$ cat config.mk
export PLATFORM = sky130hd
export DESIGN_NAME = tcdm_bank_responder
export DESIGN_NICKNAME = d
export VERILOG_FILES = /design/src/rtl/tcdm_bank_responder.sv
export SDC_FILE = /design/constraint.sdc
export NUM_CORES = 1
export LEC_CHECK = 0
export ABC_AREA = 0
export CAP_MARGIN = 40
export CORE_MARGIN = 2
export CORE_UTILIZATION = 50
export CTS_CLUSTER_DIAMETER = 120
export CTS_CLUSTER_SIZE = 8
export DETAILED_ROUTE_END_ITERATION = 16
export MAX_ROUTING_LAYER = met4
export PLACE_DENSITY = 0.83
export SLEW_MARGIN = 10
export SYNTH_ARGS = -nofsm -noshare
export SYNTH_HDL_FRONTEND = slang
export SYNTH_SLANG_ARGS = --single-unit
export TNS_END_PERCENT = 30
$ cat constraint.sdc
create_clock -name clk_i -period 14.1 [get_ports clk_i]
set_clock_uncertainty 0.15 [all_clocks]
set_input_delay 3.525 -clock clk_i [delete_from_list [all_inputs] [get_ports clk_i]]
set_output_delay 3.525 -clock clk_i [all_outputs]
set_load 0.01 [all_outputs]
$ cat src/rtl/tcdm_bank_responder.sv
// tcdm_bank_responder: TCDM bank target executing loads, stores, AMOs and LR/SC against one SRAM bank.
package tcdm_bank_responder_pkg;
  localparam int unsigned DataWidth = 32;
  localparam int unsigned MetaIdWidth = 4;
  localparam int unsigned CoreIdWidth = 2;
  localparam int unsigned IniAddrWidth = 3;
  localparam int unsigned AddrWidth = 16;
  localparam int unsigned TCDMAddrMemWidth = 8;
  typedef logic [DataWidth-1:0] data_t;
  typedef logic [DataWidth/8-1:0] strb_t;
  typedef logic [TCDMAddrMemWidth-1:0] bank_addr_t;
  typedef logic [3:0] amo_t;
  typedef struct packed {
    logic [MetaIdWidth-1:0] meta_id;
    logic [CoreIdWidth-1:0] core_id;
    amo_t                   amo;
    data_t                  data;
  } tcdm_payload_t;
  typedef struct packed {
    tcdm_payload_t           wdata;
    logic                    wen;
    strb_t                   be;
    logic [AddrWidth-1:0]    tgt_addr;
    logic [IniAddrWidth-1:0] ini_addr;
  } tcdm_slave_req_t;
  typedef struct packed {
    tcdm_payload_t           rdata;
    logic [IniAddrWidth-1:0] ini_addr;
  } tcdm_slave_resp_t;
endpackage

module tcdm_bank_responder import tcdm_bank_responder_pkg::*; #(
  parameter int unsigned RespDepth    = 2,
  parameter bit          LrScEn       = 1'b1,
  parameter int unsigned BankSelWidth = 4
) (
  input  logic             clk_i,
  input  logic             rst_ni,
  input  logic             req_valid_i,
  output logic             req_ready_o,
  input  tcdm_slave_req_t  req_i,
  output logic             resp_valid_o,
  input  logic             resp_ready_i,
  output tcdm_slave_resp_t resp_o,
  output logic             bank_req_o,
  output logic             bank_we_o,
  output bank_addr_t       bank_addr_o,
  output data_t            bank_wdata_o,
  output strb_t            bank_be_o,
  input  data_t            bank_rdata_i
);
  localparam int unsigned PtrW = RespDepth > 1 ? $clog2(RespDepth) : 1;
  localparam int unsigned CntW = $clog2(RespDepth + 1);
  typedef enum logic {IDLE, AMO_WR} state_e;
  state_e state_q;
  logic pend_q, pend_rd_q;
  tcdm_slave_resp_t pend_resp_q, acc_resp, push_data;
  data_t opnd_q, amo_res;
  bank_addr_t amo_row_q, row;
  logic resv_valid_q;
  logic [IniAddrWidth-1:0] resv_ini_q;
  logic [CoreIdWidth-1:0] resv_core_q;
  bank_addr_t resv_row_q;
  tcdm_slave_resp_t mem_q [RespDepth];
  logic [PtrW-1:0] wptr_q, rptr_q;
  logic [CntW-1:0] cnt_q;
  logic [CntW:0] inflight;
  amo_t amo;
  logic is_amo, is_lr, is_sc, is_plain, sc_ok, accept, acc_wr, needs_resp, amo_wr, push, pop;
  logic unused_addr;
  assign unused_addr = ^req_i.tgt_addr;
  assign amo = req_i.wdata.amo;
  assign row = req_i.tgt_addr[BankSelWidth +: TCDMAddrMemWidth];
  assign is_amo = amo >= 4'h1 && amo <= 4'h9;
  assign is_lr = LrScEn && amo == 4'hA;
  assign is_sc = amo == 4'hB;
  assign is_plain = !is_amo && !is_lr && !is_sc;
  // Without LR/SC support every SC succeeds, i.e. acts as a store answering 0
  assign sc_ok = !LrScEn || (resv_valid_q && resv_ini_q == req_i.ini_addr &&
                             resv_core_q == req_i.wdata.core_id && resv_row_q == row);
  assign inflight = {1'b0, cnt_q} + (CntW+1)'(pend_q);
  assign req_ready_o = rst_ni && state_q == IDLE && inflight < (CntW+1)'(RespDepth);
  assign accept = req_valid_i && req_ready_o;
  assign acc_wr = accept && ((is_plain && req_i.wen) || (is_sc && sc_ok));
  assign needs_resp = !(is_plain && req_i.wen);
  assign amo_wr = state_q == AMO_WR;
  assign bank_req_o = accept || amo_wr;
  assign bank_we_o = acc_wr || amo_wr;
  assign bank_addr_o = amo_wr ? amo_row_q : accept ? row : '0;
  assign bank_wdata_o = amo_wr ? amo_res : accept ? req_i.wdata.data : '0;
  assign bank_be_o = amo_wr ? '1 : accept ? req_i.be : '0;
  always_comb begin
    case (pend_resp_q.rdata.amo)
      4'h2:    amo_res = bank_rdata_i + opnd_q;
      4'h3:    amo_res = bank_rdata_i & opnd_q;
      4'h4:    amo_res = bank_rdata_i | opnd_q;
      4'h5:    amo_res = bank_rdata_i ^ opnd_q;
      4'h6:    amo_res = $signed(bank_rdata_i) > $signed(opnd_q) ? bank_rdata_i : opnd_q;
      4'h7:    amo_res = bank_rdata_i > opnd_q ? bank_rdata_i : opnd_q;
      4'h8:    amo_res = $signed(bank_rdata_i) < $signed(opnd_q) ? bank_rdata_i : opnd_q;
      4'h9:    amo_res = bank_rdata_i < opnd_q ? bank_rdata_i : opnd_q;
      default: amo_res = opnd_q;
    endcase
  end
  always_comb begin
    acc_resp = '{rdata: req_i.wdata, ini_addr: req_i.ini_addr};
    acc_resp.rdata.data = data_t'(!sc_ok);
    push_data = pend_resp_q;
    push_data.rdata.data = pend_rd_q ? bank_rdata_i : pend_resp_q.rdata.data;
  end
  // Fall-through FIFO: an empty FIFO presents the entry being pushed directly
  assign push = pend_q;
  assign resp_valid_o = cnt_q != '0 || push;
  assign resp_o = cnt_q == '0 ? push_data : mem_q[rptr_q];
  assign pop = resp_valid_o && resp_ready_i;
  always_ff @(posedge clk_i) begin
    if (push) mem_q[wptr_q] <= push_data;
  end
  always_ff @(posedge clk_i or negedge rst_ni) begin
    if (!rst_ni) begin
      state_q      <= IDLE;
      pend_q       <= 1'b0;
      pend_rd_q    <= 1'b0;
      pend_resp_q  <= '0;
      opnd_q       <= '0;
      amo_row_q    <= '0;
      resv_valid_q <= 1'b0;
      resv_ini_q   <= '0;
      resv_core_q  <= '0;
      resv_row_q   <= '0;
      wptr_q       <= '0;
      rptr_q       <= '0;
      cnt_q        <= '0;
    end else begin
      state_q <= accept && is_amo ? AMO_WR : IDLE;
      pend_q  <= accept && needs_resp;
      if (accept) begin
        pend_rd_q   <= !is_sc;
        pend_resp_q <= acc_resp;
        opnd_q      <= req_i.wdata.data;
        amo_row_q   <= row;
      end
      if (accept && is_lr) begin
        resv_valid_q <= 1'b1;
        resv_ini_q   <= req_i.ini_addr;
        resv_core_q  <= req_i.wdata.core_id;
        resv_row_q   <= row;
      end else if ((accept && is_sc) || (bank_we_o && bank_addr_o == resv_row_q)) begin
        resv_valid_q <= 1'b0;
      end
      if (push) wptr_q <= wptr_q == PtrW'(RespDepth - 1) ? '0 : wptr_q + 1'b1;
      if (pop) rptr_q <= rptr_q == PtrW'(RespDepth - 1) ? '0 : rptr_q + 1'b1;
      cnt_q <= cnt_q + CntW'(push) - CntW'(pop);
    end
  end
  a_resp_stable: assert property (@(posedge clk_i) disable iff (!rst_ni)
    resp_valid_o && !resp_ready_i |=> $stable(resp_o));
  a_no_push_full: assert property (@(posedge clk_i) disable iff (!rst_ni)
    push |-> cnt_q < CntW'(RespDepth));
  a_rdata_after_read: assert property (@(posedge clk_i) disable iff (!rst_ni)
    pend_q && pend_rd_q |-> $past(bank_req_o && !bank_we_o));
endmodule
Yosys cells after proc, flatten, opt, wreduce, memory -nomap -nowiden
Memories as Yosys holds them, arrays and structs flattened.
Index checks and enable logic that the tools add are counted.
{ "word_totals": {"reg_bits": 75, "latch_bits": 0, "ramBits": 90, "romBits": 0, "input_bits": 102, "output_inout_bits": 93, "wordCells": 100, "mem_count": 1} }
{ "memory_table": {"columns": ["name", "depth", "word_bits", "read_ports", "rd_ports_with_merged_regs", "write_ports", "line", "source"], "rows": [
  ["mem_q", 2, 45, 1, 0, 1, "64", "tcdm_slave_resp_t mem_q [RespDepth];"]
]} }
{ "op_classes": {"n_addsub": 6, "n_mul": 0, "div": 0, "order_cmp": 7, "n_eq_ne": 14, "shift": 0, "mux": 20, "bitwise": 4, "n_reduce_logical": 31} }
{ "op_table": {"columns": ["cell", "n"], "rows": [
  ["32-bit one-hot mux with 8 select lines", 1],
  ["32-bit 2-to-1 mux", 7],
  ["32-bit greater-than comparator", 2],
  ["32-bit < comparator", 2],
  ["45-bit 2-to-1 mux", 1],
  ["32-bit adder", 1],
  ["32-bit AND", 1],
  ["32-bit bitwise OR", 1],
  ["32-bit bitwise XOR", 1],
  ["1-bit logical AND", 18],
  ["4-bit by 3-bit == test with 1-bit output (second input constant)", 4],
  ["4-bit == test (second input constant)", 4],
  ["8-bit == test", 2],
  ["8-bit 2-to-1 mux", 2],
  ["4-bit by 2-bit == test with 1-bit output (second input constant)", 2],
  ["4-bit 2-to-1 mux", 2],
  ["1-bit 2-to-1 mux", 7],
  ["1-bit zero test", 5],
  ["1-bit logical OR", 5],
  ["4-bit by 1-bit greater-or-equal comparator with 1-bit output (second input constant)", 1],
  ["4-bit less-or-equal comparator (second input constant)", 1],
  ["2-bit nonzero test", 2],
  ["2-bit by 1-bit adder with 3-bit output", 1],
  ["3-bit == test", 1],
  ["7 further kinds", 8]
]} }

Longest topological paths before layout
Gate-level depths: netlist (run 1).
{ "depth": {"word_depth": 13, "depth_mapped": 14, "depth_no_buf": 11} }

Least setup slack after synthesis (run 1)
No wires, ideal clock.
{ "synth_timing": {"path_type": "input -> output", "from": "in bank_rdata_i[30]", "to": "out bank_wdata_o[18]", "arrival_time_ns": 6.035, "required_time_ns": 10.425, "setup_slack_ns": 4.390, "stages": 13, "n_path_buf": 2, "cell_sequence": "inv_1 > ha_1 > buf_4 > inv_1 > a221oi_2 > o21bai_2 > or4_4 > o21ai_4 > and2_4 > buf_6 > nor3_2 > or4_1 > o221a_1"} }
{ "synth_between": {"elab_chain_cells": 4, "elab_cells_between_ends": 10, "classes_between": "order compare: 4; mux: 6"} }
{ "synth_lines": {"columns": ["element", "line", "source"], "rows": [
  ["start, declared", "50", "input data_t bank_rdata_i"],
  ["32-bit < comparator (tied with other cells)", "101", "4'h9: amo_res = bank_rdata_i < opnd_q ? bank_rdata_i : opnd_q;"],
  ["32-bit 2-to-1 mux, on equally long branches", null, null],
  ["32-bit one-hot mux with 8 select lines (*)", "93", "case (pend_resp_q.rdata.amo)"],
  ["32-bit 2-to-1 mux (*)", "90", "assign bank_wdata_o = amo_wr ? amo_res : accept ? req_i.wdata.data : '0;"],
  ["end, declared", "48", "output data_t bank_wdata_o,"]
]} }
Every way passes the cells marked *; elsewhere a longest branch is shown, timed or not.

Worst setup path after layout (run 1)
{ "layout_timing": {"from": "in bank_rdata_i[3]", "to": "out bank_wdata_o[19]"} }
Same word-level chain as after synthesis.

==> impl_metrics.csv, run 1 <==
group,metric,value,unit
global_route,overflow,0,
sta,tightest_slew,0.8541,ns
floorplan,die_x,160.4,microns
clocking,htree_levels,4,
sta,holdWs,0.3326,ns
clocking,insertion_delay,0.44,ns
routing,drtIter0Drc,1187,
clocking,max-clock-path-buffers,2,
global_route,use_met1,0.4216,
global_route,grt_pass1_wl,59330,microns
clocking,cts_resized,0,
worst_hold_path,hold_depth,2,
final_layout,area_delta_synth_final,23.18,%
global_route,antenna_found_initial,2,
final_layout,fin_cells,1839,
synthesis,ys_top_cells_by_area,"edfxtp_1 (22%), dfrtp_1 (15%), ha_1 (10%), nand2_1 (6.6%), o21ai_0 (6.3%)",
critical_path,arrival,8.26,ns
global_route,grt_max_degree,91,
routing,via_per_inst,6.172,
critical_path,crit_required,10.43,ns
floorplan,core-area,24180,sq um
routing,drt-pass1-iter-count,6,
critical_path,reg2reg_depth,9,
critical_path,crit_start,"bank_rdata_i[3]",
critical_path,start_kind,"primary input",
floorplan,start_util,0.5059,
final_layout,final_cell_mix,"nand2_1 (214), clkdlybuf4s50_1 (185), o21ai_0 (155)",
sta,fin_ws,2.169,ns
sta,timing.fmax,0.08382,GHz
run_status,status,"completed",
placed_design,dp.cells,1805,
worst_hold_path,min-delay-start,"amo_row_q[5]",
synthesis,yosysTopAreaCell,"edfxtp_1",
sta,fin_setup_tns,0,ns
clocking,cts_made_buffers,17,
placed_design,port_buffers,186,
final_layout,nets,1701,
synthesis,synth_top_area_frac,0.2209,
global_route,top_usage_layer,"met2",
routing,vias,11350,
synthesis,synth_area,12230,sq um
global_route,grt_pass1_vias,10760,
placed_design,place_hpwl,27180,microns
clocking,cts_sinks,165,
synthesis,seq_area_frac_synth,0.3744,
final_layout,final_util,0.6232,
pwr,p_per_area,215.4,nW/um^2
final_layout,drive_above_1_share,0.07799,
worst_hold_path,hold_path_class,"flip-flop to flip-flop",
global_route,gr-usage-met3,0.02841,
synthesis,synthCells,1361,
synthesis,synth_fp_nets,1562,
run,cap_violations,0,
routing,ant_nets,0,
routing,wire_per_inst,20.55,microns
synthesis,synthFlopType,"edfxtp_1",
placed_design,pre_cts_ws,2.329,ns
global_route,grtUsageMet2,0.4596,
routing,remaining_drc_errors,0,
sta,slew-limit-headroom,0.4306,
synthesis,ys_warn_count,0,
synthesis,synth-seq-cells,165,
global_route,grt_usage,0.3010,
clocking,cts_tree,"yes",
critical_path,timing.rr.start,"pend_q",
floorplan,num_rows,57,
synthesis,synth_cell_type_count,80,
synthesis,async_flop_share,0.4545,
clocking,cts_hold_buf,0,
routing,routed_wl,37790,microns
critical_path,worstPathMaxFanout,16,
sta,fin_crit_sh,0.8462,
placed_design,gp_congestion,0.9320,
clocking,clk_pin_slew,0.08,ns
sta,layout_min_cycle_time,11.93,ns
clocking,cts_root_buf,"clkbuf_16",
critical_path,path_class,"primary input to primary output",
sta,setup_viol,0,
pwr,cellLeakagePower,6.244,nW
floorplan,die_h,160.4,microns
final_layout,final_common_cell,"nand2_1",
sta,slew_violations,0,
sta,rsz0062_at_grt,"false",
clocking,post_cts.repair.setup_buffers,0,
floorplan,pin_count,195,
floorplan,die-area,25730,sq um
critical_path,end_kind,"primary output",
synthesis,avgSynthCellArea,8.987,sq um
pwr,vdd_ir_drop_max,0.00009450,V
sta,finalHoldViolCount,0,
synthesis,synth_edf_count,90,
==> worst max-delay path: stages <==
cell	delay (ns)
clkdlybuf4s50_1	0.66
inv_1	0.08
ha_1	0.45
inv_1	0.07
a221oi_1	0.45
nor3b_2	0.12
o41ai_4	0.45
nand2_2	0.28
xnor2_1	0.22
o211ai_2	0.47
buf_4	0.40
a221oi_1	0.14
a22oi_1	0.29
clkdlybuf4s50_1	0.62
==> Yosys cell counts (17+ instances only) <==
cell,n
a21o_1,22
ha_1,98
and2_1,37
edfxtp_1,90
a21oi_1,75
nor3_1,17
buf_2,23
mux2i_1,48
o21ai_0,155
xnor2_1,23
clkbuf_1,54
inv_1,84
dfrtp_1,75
nor2_1,40
xor2_1,17
o211ai_1,29
a221oi_1,24
nand3_1,19
nand2_1,214
==> per-layer routing <==
layer,vias up,part of all wire
met5,-,0
met4,0,0.031
met3,89,0.074
met2,576,0.46
met1,5484,0.44
li1,5201,-
==> state kept, by name, indices dropped and copies added (netlist names), 2 cells and up <==
name / count
amo_row_q: 8
cnt_q: 2
mem_q: 90
opnd_q: 32
pend_resp_q: 14
resv_core_q: 2
resv_ini_q: 3
resv_row_q: 8
==> cells by family (layout without fill, tap and decap cells) <==
group / after synthesis / after routing / share of synthesized area
other: 0 / 2 / 0
adders and majority gates: 99 / 99 / 0.1019
AOI/OAI and AO/OA: 421 / 421 / 0.2294
muxes: 64 / 64 / 0.05401
xor gates and xnor gates: 40 / 40 / 0.02864
and+or+nand+nor: 400 / 400 / 0.1550
DFF: 165 / 165 / 0.3744
buffers and inverters: 172 / 324 / 0.05667
==> final timing paths <==
path	end	slack [ns]
worst max-delay path	bank_wdata_o[19]	2.17
worst min-delay path	amo_row_q[5]	0.33
worst max register to register	resv_valid_q	10.62
worst min register to register	amo_row_q[5]	0.33
max in group asynchronous	rptr_q	9.80
min in group asynchronous	opnd_q[29]	2.84
==> report_power, final <==
group	switching (mW)	total, mW	internal (mW)	leakage (nW)
Sequential	0.136	0.785	0.649	1.75
Clock	0.251	0.500	0.249	0.306
Combinational	1.14	1.96	0.823	4.19
Total	1.52	3.25	1.72	6.24
==> through the flow <==
step	area (sq um)	power, mW
after floorplan	12230	2.020
after global placement	14280	2.611
after detailed placement	14430	2.710
after CTS	15060	3.217
after global routing	15070	3.455
final	15070	3.246
==> cell type report <==
class                      count  area, sq um
fill                        1980         9110
multi-input combinational   1024         7014
sequential                   165         4581
timing repair buffer         207         2106
clock buffer                  17        425.4
tap                          324        405.4
inverter                      85        319.1
clock inverter                15        211.5
antenna                        2        5.005
Power figures use the tool's default switching activity.
==> run 2, diff against run 1 <==
--- a/config.mk
+++ b/config.mk
@@ -13,7 +13,7 @@
 export CTS_CLUSTER_SIZE = 8
 export DETAILED_ROUTE_END_ITERATION = 16
 export MAX_ROUTING_LAYER = met4
-export PLACE_DENSITY = 0.83
+export PLACE_DENSITY = 0.86
 export SLEW_MARGIN = 10
 export SYNTH_ARGS = -nofsm -noshare
 export SYNTH_HDL_FRONTEND = slang
==> constraint.sdc (replaced) <==
create_clock -name clk_i -period 9.9 [get_ports clk_i]
set_clock_uncertainty 0.15 [all_clocks]
set_input_delay 2.475 -clock clk_i [delete_from_list [all_inputs] [get_ports clk_i]]
set_output_delay 2.475 -clock clk_i [all_outputs]
set_load 0.01 [all_outputs]
==> run 2 against run 1 <==
Effect of this change:
- design area grew 0.40%
- sequential power grew 43%
- via count grew 0.33%
- routed wire length grew 4.3%
- clock power grew 43%
- critical path depth is the same
- setup slack lost 2.0 ns
- core utilization grew 0.25 points
- combinational power grew 43%
- clock-buffer cell count is the same
- die area is the same
- sequential share of layout area shrank 0.12 points
- critical path type unchanged
- largest cell class unchanged
- highest routed layer unchanged
==> impl_metrics.csv, run 2 (same netlist as run 1, synthesis figures left out) <==
group,metric,value,unit
clocking,cts_hold_buf,0,
routing,routed_wl,39400,microns
final_layout,area_delta_synth_final,23.67,%
floorplan,core-area,24180,sq um
final_layout,final_common_cell,"nand2_1",
floorplan,die_h,160.4,microns
clocking,cts_sinks,165,
clocking,clk_pin_slew,0.08,ns
critical_path,start_kind,"primary input",
pwr,p_per_area,307.0,nW/um^2
sta,layout_min_cycle_time,9.703,ns
floorplan,die_x,160.4,microns
sta,tightest_slew,0.8332,ns
routing,wire_per_inst,21.23,microns
global_route,grt_pass1_wl,60750,microns
final_layout,multi_input_area,7002,sq um
global_route,grt_usage,0.3093,
sta,finalHoldViolCount,0,
critical_path,r2r_slack,6.60,ns
final_layout,nets,1718,
critical_path,path_class,"primary input to primary output",
pwr,cellLeakagePower,6.300,nW
floorplan,num_rows,57,
worst_hold_path,min_to,"amo_row_q[1]",
final_layout,largest_register_ffs,90,
floorplan,start_util,0.5059,
clocking,cts_tree,"yes",
floorplan,pin_count,195,
sta,slew_violations,0,
pwr,finalPower,4.644,mW
routing,drt-pass1-iter-count,8,
clocking,cts_root_buf,"clkbuf_16",
critical_path,crit_required,7.28,ns
run,cap_violations,0,
run_status,status,"completed",
clocking,post_cts.repair.setup_buffers,0,
sta,timing.fmax,0.1031,GHz
routing,drtIter0Drc,1215,
sta,slew-limit-headroom,0.4432,
placed_design,port_buffers,186,
worst_hold_path,min-delay-start,"amo_row_q[1]",
sta,fin_setup_tns,0,ns
sta,rsz0062_at_grt,"false",
sta,setup_viol,0,
clocking,cts_made_buffers,17,
final_layout,fill_cells,1973,
routing,ant_nets,0,
critical_path,end_kind,"primary output",
critical_path,worstPathMaxFanout,9,
final_layout,drive_above_1_share,0.08824,
global_route,grt_pass1_vias,11030,
routing,vias,11390,
worst_hold_path,hold_depth,2,
final_layout,top_regs,"mem_q (90), opnd_q (32), pend_resp_q (14)",
placed_design,place_hpwl,28400,microns
global_route,overflow,0,
critical_path,reg2reg_depth,10,
routing,remaining_drc_errors,0,
global_route,grt_max_degree,58,
routing,via_per_inst,6.136,
pwr,vdd_ir_drop_max,0.0001515,V
placed_design,gp_congestion,0.9705,
global_route,antenna_found_initial,2,
clocking,htree_levels,4,
clocking,cts_resized,0,
critical_path,r2r-end,"resv_valid_q",
critical_path,arrival,7.08,ns
final_layout,regMostFlops,"mem_q",
worst_hold_path,hold_path_class,"flip-flop to flip-flop",
critical_path,timing.rr.start,"cnt_q[1]",
floorplan,die-area,25730,sq um
final_layout,area.sequential,4581,sq um
sta,fin_crit_sh,0.9801,
clocking,insertion_delay,0.44,ns
final_layout,final_cell_mix,"nand2_1 (214), clkdlybuf4s50_1 (185), o21ai_0 (155)",
clocking,max-clock-path-buffers,2,
[run 2: area by class of cell]
class,instances,share of cell area
Antenna cell,2,0.0003309
Clock buffer,17,0.02812
Clock inverter,15,0.01381
Inverter,85,0.02109
Multi-Input combinational cell,1024,0.4629
Sequential cell,165,0.3028
Tap cell,324,0.02680
Timing Repair Buffer,224,0.1442
[run 2: worst max-delay path, stage by stage]
cell and delay [ns]:
clkdlybuf4s50_1 0.62, inv_1 0.08, ha_1 0.44, nor4_4 0.40, nand4_1 0.25, nor2_1 0.27, o41ai_4 0.17, a21oi_2 0.34
a2bb2oi_2 0.20, o211ai_2 0.34, buf_4 0.29, or4_1 0.52, o221a_1 0.17, clkdlybuf4s50_1 0.49
[run 2: where the power goes]
part	switching (mW)	internal, mW
clock network	0.362	0.354
logic	1.64	1.16
registers	0.196	0.925
total	2.20	2.44
[run 2: worst max-delay path by stage]
| stage | startpoint | end |
|---|---|---|
| global route | bank_rdata_i[30] | bank_wdata_o[18] |
| finish | bank_rdata_i[30] | bank_wdata_o[18] |
| CTS | bank_rdata_i[30] | bank_wdata_o[18] |
| detailed placement | bank_rdata_i[30] | bank_wdata_o[18] |
| global placement | bank_rdata_i[30] | bank_wdata_o[18] |
| floorplan | bank_rdata_i[30] | bank_wdata_o[18] |
[run 2: metal layers]
metal  wire length [microns]  global-route usage  share of wire
met1                   16920              0.4300           0.43
met2                   17870              0.4639           0.45
met3                    3488             0.04442          0.089
met4                    1121              0.1093          0.028
met5                       0                   -              0
[run 2: metrics by stage]
stage	setup WS (ns)	instance area, sq um	hold slack (ns)	util	std cells
3_5_place_dp	0.2777	14490	0.3146	0.5992	1822
4_1_cts	0.2664	15120	0.3336	0.6255	1854
6_report	0.1970	15130	0.3296	0.6257	1856
3_3_place_gp	0.3713	14430	0.3084	0.5970	1818
5_1_grt	0.03015	15120	0.3597	0.6256	1855
2_1_floorplan	2.290	12230	0.2902	-	1361
==> run 3, diff against run 2 <==
--- a/config.mk
+++ b/config.mk
@@ -5,7 +5,7 @@
 export SDC_FILE = /design/constraint.sdc
 export NUM_CORES = 1
 export LEC_CHECK = 0
-export ABC_AREA = 0
+export ABC_AREA = 1
 export CAP_MARGIN = 40
 export CORE_MARGIN = 2
 export CORE_UTILIZATION = 50
@@ -13,7 +13,7 @@
 export CTS_CLUSTER_SIZE = 8
 export DETAILED_ROUTE_END_ITERATION = 16
 export MAX_ROUTING_LAYER = met4
-export PLACE_DENSITY = 0.86
+export PLACE_DENSITY = 0.85
 export SLEW_MARGIN = 10
 export SYNTH_ARGS = -nofsm -noshare
 export SYNTH_HDL_FRONTEND = slang
==> run 3 against run 2 <==
Effect of this change:
- synthesized cell count grew 54%
- sequential power is essentially flat
- non-clock buffer count grew 8
- global-route usage grew 3.9 points
- maximum frequency grew 3.5%
- clock-buffer cell count grew 1
- largest power group unchanged
- largest cell class unchanged
- cell count grew 42%
- sequential share of layout area shrank 3.3 points
- core utilization shrank 1.5 points
- setup slack gained 0.32 ns
- area after synthesis grew 15%
- power grew 11%
==> impl_metrics.csv, run 3 <==
group,metric,value,unit
run_status,status,"completed",
synthesis,synth-seq-cells,165,
synthesis,async_flop_share,0.4545,
critical_path,crit_top_cell,"nand2_1",
routing,vias,15340,
routing,wire_per_inst,19.06,microns
final_layout,largest_register_ffs,90,
critical_path,end_kind,"primary output",
synthesis,synth.mux.area_fraction,0.001596,
synthesis,yosys.area_share.simple,0.3024,
clocking,cts_tree,"yes",
routing,drtIter0Drc,1742,
synthesis,synth_most_common_cell,"nand2_1",
sta,timing.fmax,0.1066,GHz
clocking,cts_resized,0,
critical_path,worstPathMaxFanout,9,
floorplan,pin_count,195,
clocking,cts_sinks,165,
clocking,cts_made_buffers,17,
routing,remaining_drc_errors,0,
floorplan,die-area,29590,sq um
routing,via_per_inst,5.818,
pwr,p_seq_frac,0.211,
sta,rsz0062_at_grt,"false",
synthesis,yosysTopAreaCell,"edfxtp_1",
pwr,p_per_area,304.8,nW/um^2
routing,ant_nets,0,
final_layout,regMostFlops,"mem_q",
synthesis,synth_edf_count,90,
sta,tightest_slew,0.9330,ns
critical_path,crit_path_cell_trace,"clkdlybuf4s50_1 > inv_1 > ha_1 > inv_1 > nand2_1 > nand2_1 > nand2_1 > nand2_1 > nand2_1 > nand2_1 > a21oi_1 > buf_4 > nand2_2 > nand2_1 > nand2_1 > nor2_1 > nand2_1 > nand2_1 > nor2_1 > nand3_1 > nand2_1 > nand2_1 > clkdlybuf4s50_1",
critical_path,max_stage_delay,0.68,ns
clocking,cts_root_buf,"clkbuf_16",
critical_path,worst-path-buf-inv,5,
clocking,cts_hold_buf,0,
synthesis,synthAdderAreaFrac,0.08830,
pwr,vdd_ir_drop_max,0.0001748,V
clocking,post_cts.repair.setup_buffers,0,
pwr,p_clk_frac,0.130,
placed_design,port_buffers,186,
critical_path,crit_required,7.28,ns
routing,drt-pass1-iter-count,9,
critical_path,arrival,6.75,ns
final_layout,final_util,0.6107,
sta,slew_violations,0,
worst_hold_path,hold_path_class,"flip-flop to flip-flop",
synthesis,synthCells,2099,
critical_path,start_kind,"primary input",
placed_design,gp_congestion,1.052,
final_layout,nets,2447,
sta,fin_setup_tns,0,ns
synthesis,seq_area_frac_synth,0.3245,
global_route,grt_pass1_wl,77380,microns
global_route,grt_usage,0.3481,
sta,finalHoldViolCount,0,
floorplan,die_h,172.0,microns
floorplan,core-area,27780,sq um
clocking,htree_levels,4,
pwr,combinationalPowerShare,0.659,
final_layout,top_regs,"mem_q (90), opnd_q (32), pend_resp_q (14)",
clocking,clk_pin_slew,0.07,ns
floorplan,start_util,0.5080,
pwr,finalPower,5.172,mW
clocking,max-clock-path-buffers,2,
synthesis,avgSynthCellArea,6.724,sq um
global_route,grt_max_degree,71,
clocking,insertion_delay,0.46,ns
critical_path,path_class,"primary input to primary output",
synthesis,synth_area,14110,sq um
synthesis,synth_cell_type_count,43,
floorplan,die_x,172.0,microns
critical_path,cp_top_family,"simple AND/OR/NAND/NOR gates",
synthesis,ys_warn_count,0,
run,cap_violations,0,
critical_path,crit_slowest_cell,"clkdlybuf4s50_1",
final_layout,drive_above_1_share,0.04250,
pwr,p_int,2.462,mW
sta,setup_viol,0,
global_route,grt_pass1_vias,14470,
synthesis,synth_compound_area_frac,0.1706,
final_layout,final_common_cell,"nand2_1",
synthesis,ys_top_cells_by_area,"edfxtp_1 (19%), nand2_1 (15%), dfrtp_1 (13%), ha_1 (8.7%), nand3_1 (7.7%)",
placed_design,place_hpwl,35670,microns
sta,slew-limit-headroom,0.3765,
pwr,switching_share,0.5240,
final_layout,diodes,0,
synthesis,synth_top_area_frac,0.1915,
sta,layout_min_cycle_time,9.379,ns
global_route,overflow,0,
routing,routed_wl,50270,microns
synthesis,synth_fp_nets,2300,
synthesis,synth_top_family_by_area,"simple AND/OR/NAND/NOR gates",
synthesis,synthXorXnorAreaFrac,0.009929,
pwr,p_switching,2.710,mW
synthesis,synthFlopType,"edfxtp_1",
sta,fin_crit_sh,0.9473,
final_layout,area_delta_synth_final,20.21,%
pwr,cellLeakagePower,7.970,nW
synthesis,ys_top_cells_by_count,"nand2_1 (575), inv_1 (257), nand3_1 (218), o21ai_0 (198), nor2_1 (183)",
global_route,antenna_found_initial,0,
floorplan,num_rows,61,
final_layout,final_cell_mix,"nand2_1 (574), inv_1 (256), nand3_1 (218)",
[run 3: cell types whose count changed in the layout (fill, tap and decap cells not counted), sizes merged, moves of 28 or more]
cell   before  now
nand2     215  576
nand3      19  222
inv        95  266
nor2       41  183
mux2i      48    0
o21ai     159  203
and2       39    2
a21oi      76  104
[run 3: layout make-up]
| class | instances | area [sq um] |
|---|---|---|
| clock inverters | 14 | 141.4 |
| well taps | 378 | 473.0 |
| multi-input cells | 1567 | 8102 |
| clock buffers | 18 | 429.2 |
| repair buffers | 232 | 2253 |
| fillers | 2535 | 10820 |
| inverters | 263 | 987.2 |
| flip-flops and latches | 165 | 4581 |
[run 3: power groups by stage]
stage | sequential (mW) | clock, mW | combinational, mW
floorplan | 1.03 | 0 | 2.17
global placement | 1.08 | 0 | 3.22
detailed placement | 1.10 | 0 | 3.31
CTS | 1.09 | 0.674 | 3.33
global route | 1.11 | 0.703 | 3.72
finish | 1.09 | 0.672 | 3.41
[run 3: per-layer routing]
layer | global-route usage | share of wire | up-vias
met4 | 0.1765 | 0.051 | 0
met1 | 0.4273 | 0.40 | 6958
met5 | - | 0 | -
met2 | 0.5472 | 0.45 | 952
li1 | - | - | 7232
met3 | 0.07004 | 0.10 | 201
[run 3: final timing paths]
kind | slack, ns | endpoint | cells past startpoint | from
max reg2reg | 6.38 | resv_valid_q | 8 | amo_wr
min in group asynchronous | 1.76 | opnd_q[11] | 1 | rst_ni
max | 0.52 | bank_wdata_o[22] | 23 | bank_rdata_i[17]
max in group asynchronous | 6.68 | rptr_q | 2 | rst_ni
min reg2reg | 0.36 | mem_q[0][40] | 0 | pend_resp_q[40]
min | 0.36 | mem_q[0][40] | 0 | pend_resp_q[40]
[run 3: cell families after synthesis]
logic type / Yosys count
buf+inv: 367
fa+ha+maj: 99
compound gates: 422
simple gates: 1028
xor+xnor: 16
mux: 2
flops: 165
[run 3: metrics by stage]
| step | setup slack [ns] | hold slack (ns) | instances | instance area (sq um) |
|---|---|---|---|---|
| floorplan | 2.798 | 0.2939 | 2099 | 14110 |
| global placement | 0.6865 | 0.3248 | 2602 | 16340 |
| detailed placement | 0.6493 | 0.3358 | 2605 | 16400 |
| CTS | 0.6284 | 0.3538 | 2637 | 16970 |
| global route | 0.2063 | 0.3754 | 2637 | 16970 |
| finish | 0.5213 | 0.3560 | 2637 | 16970 |
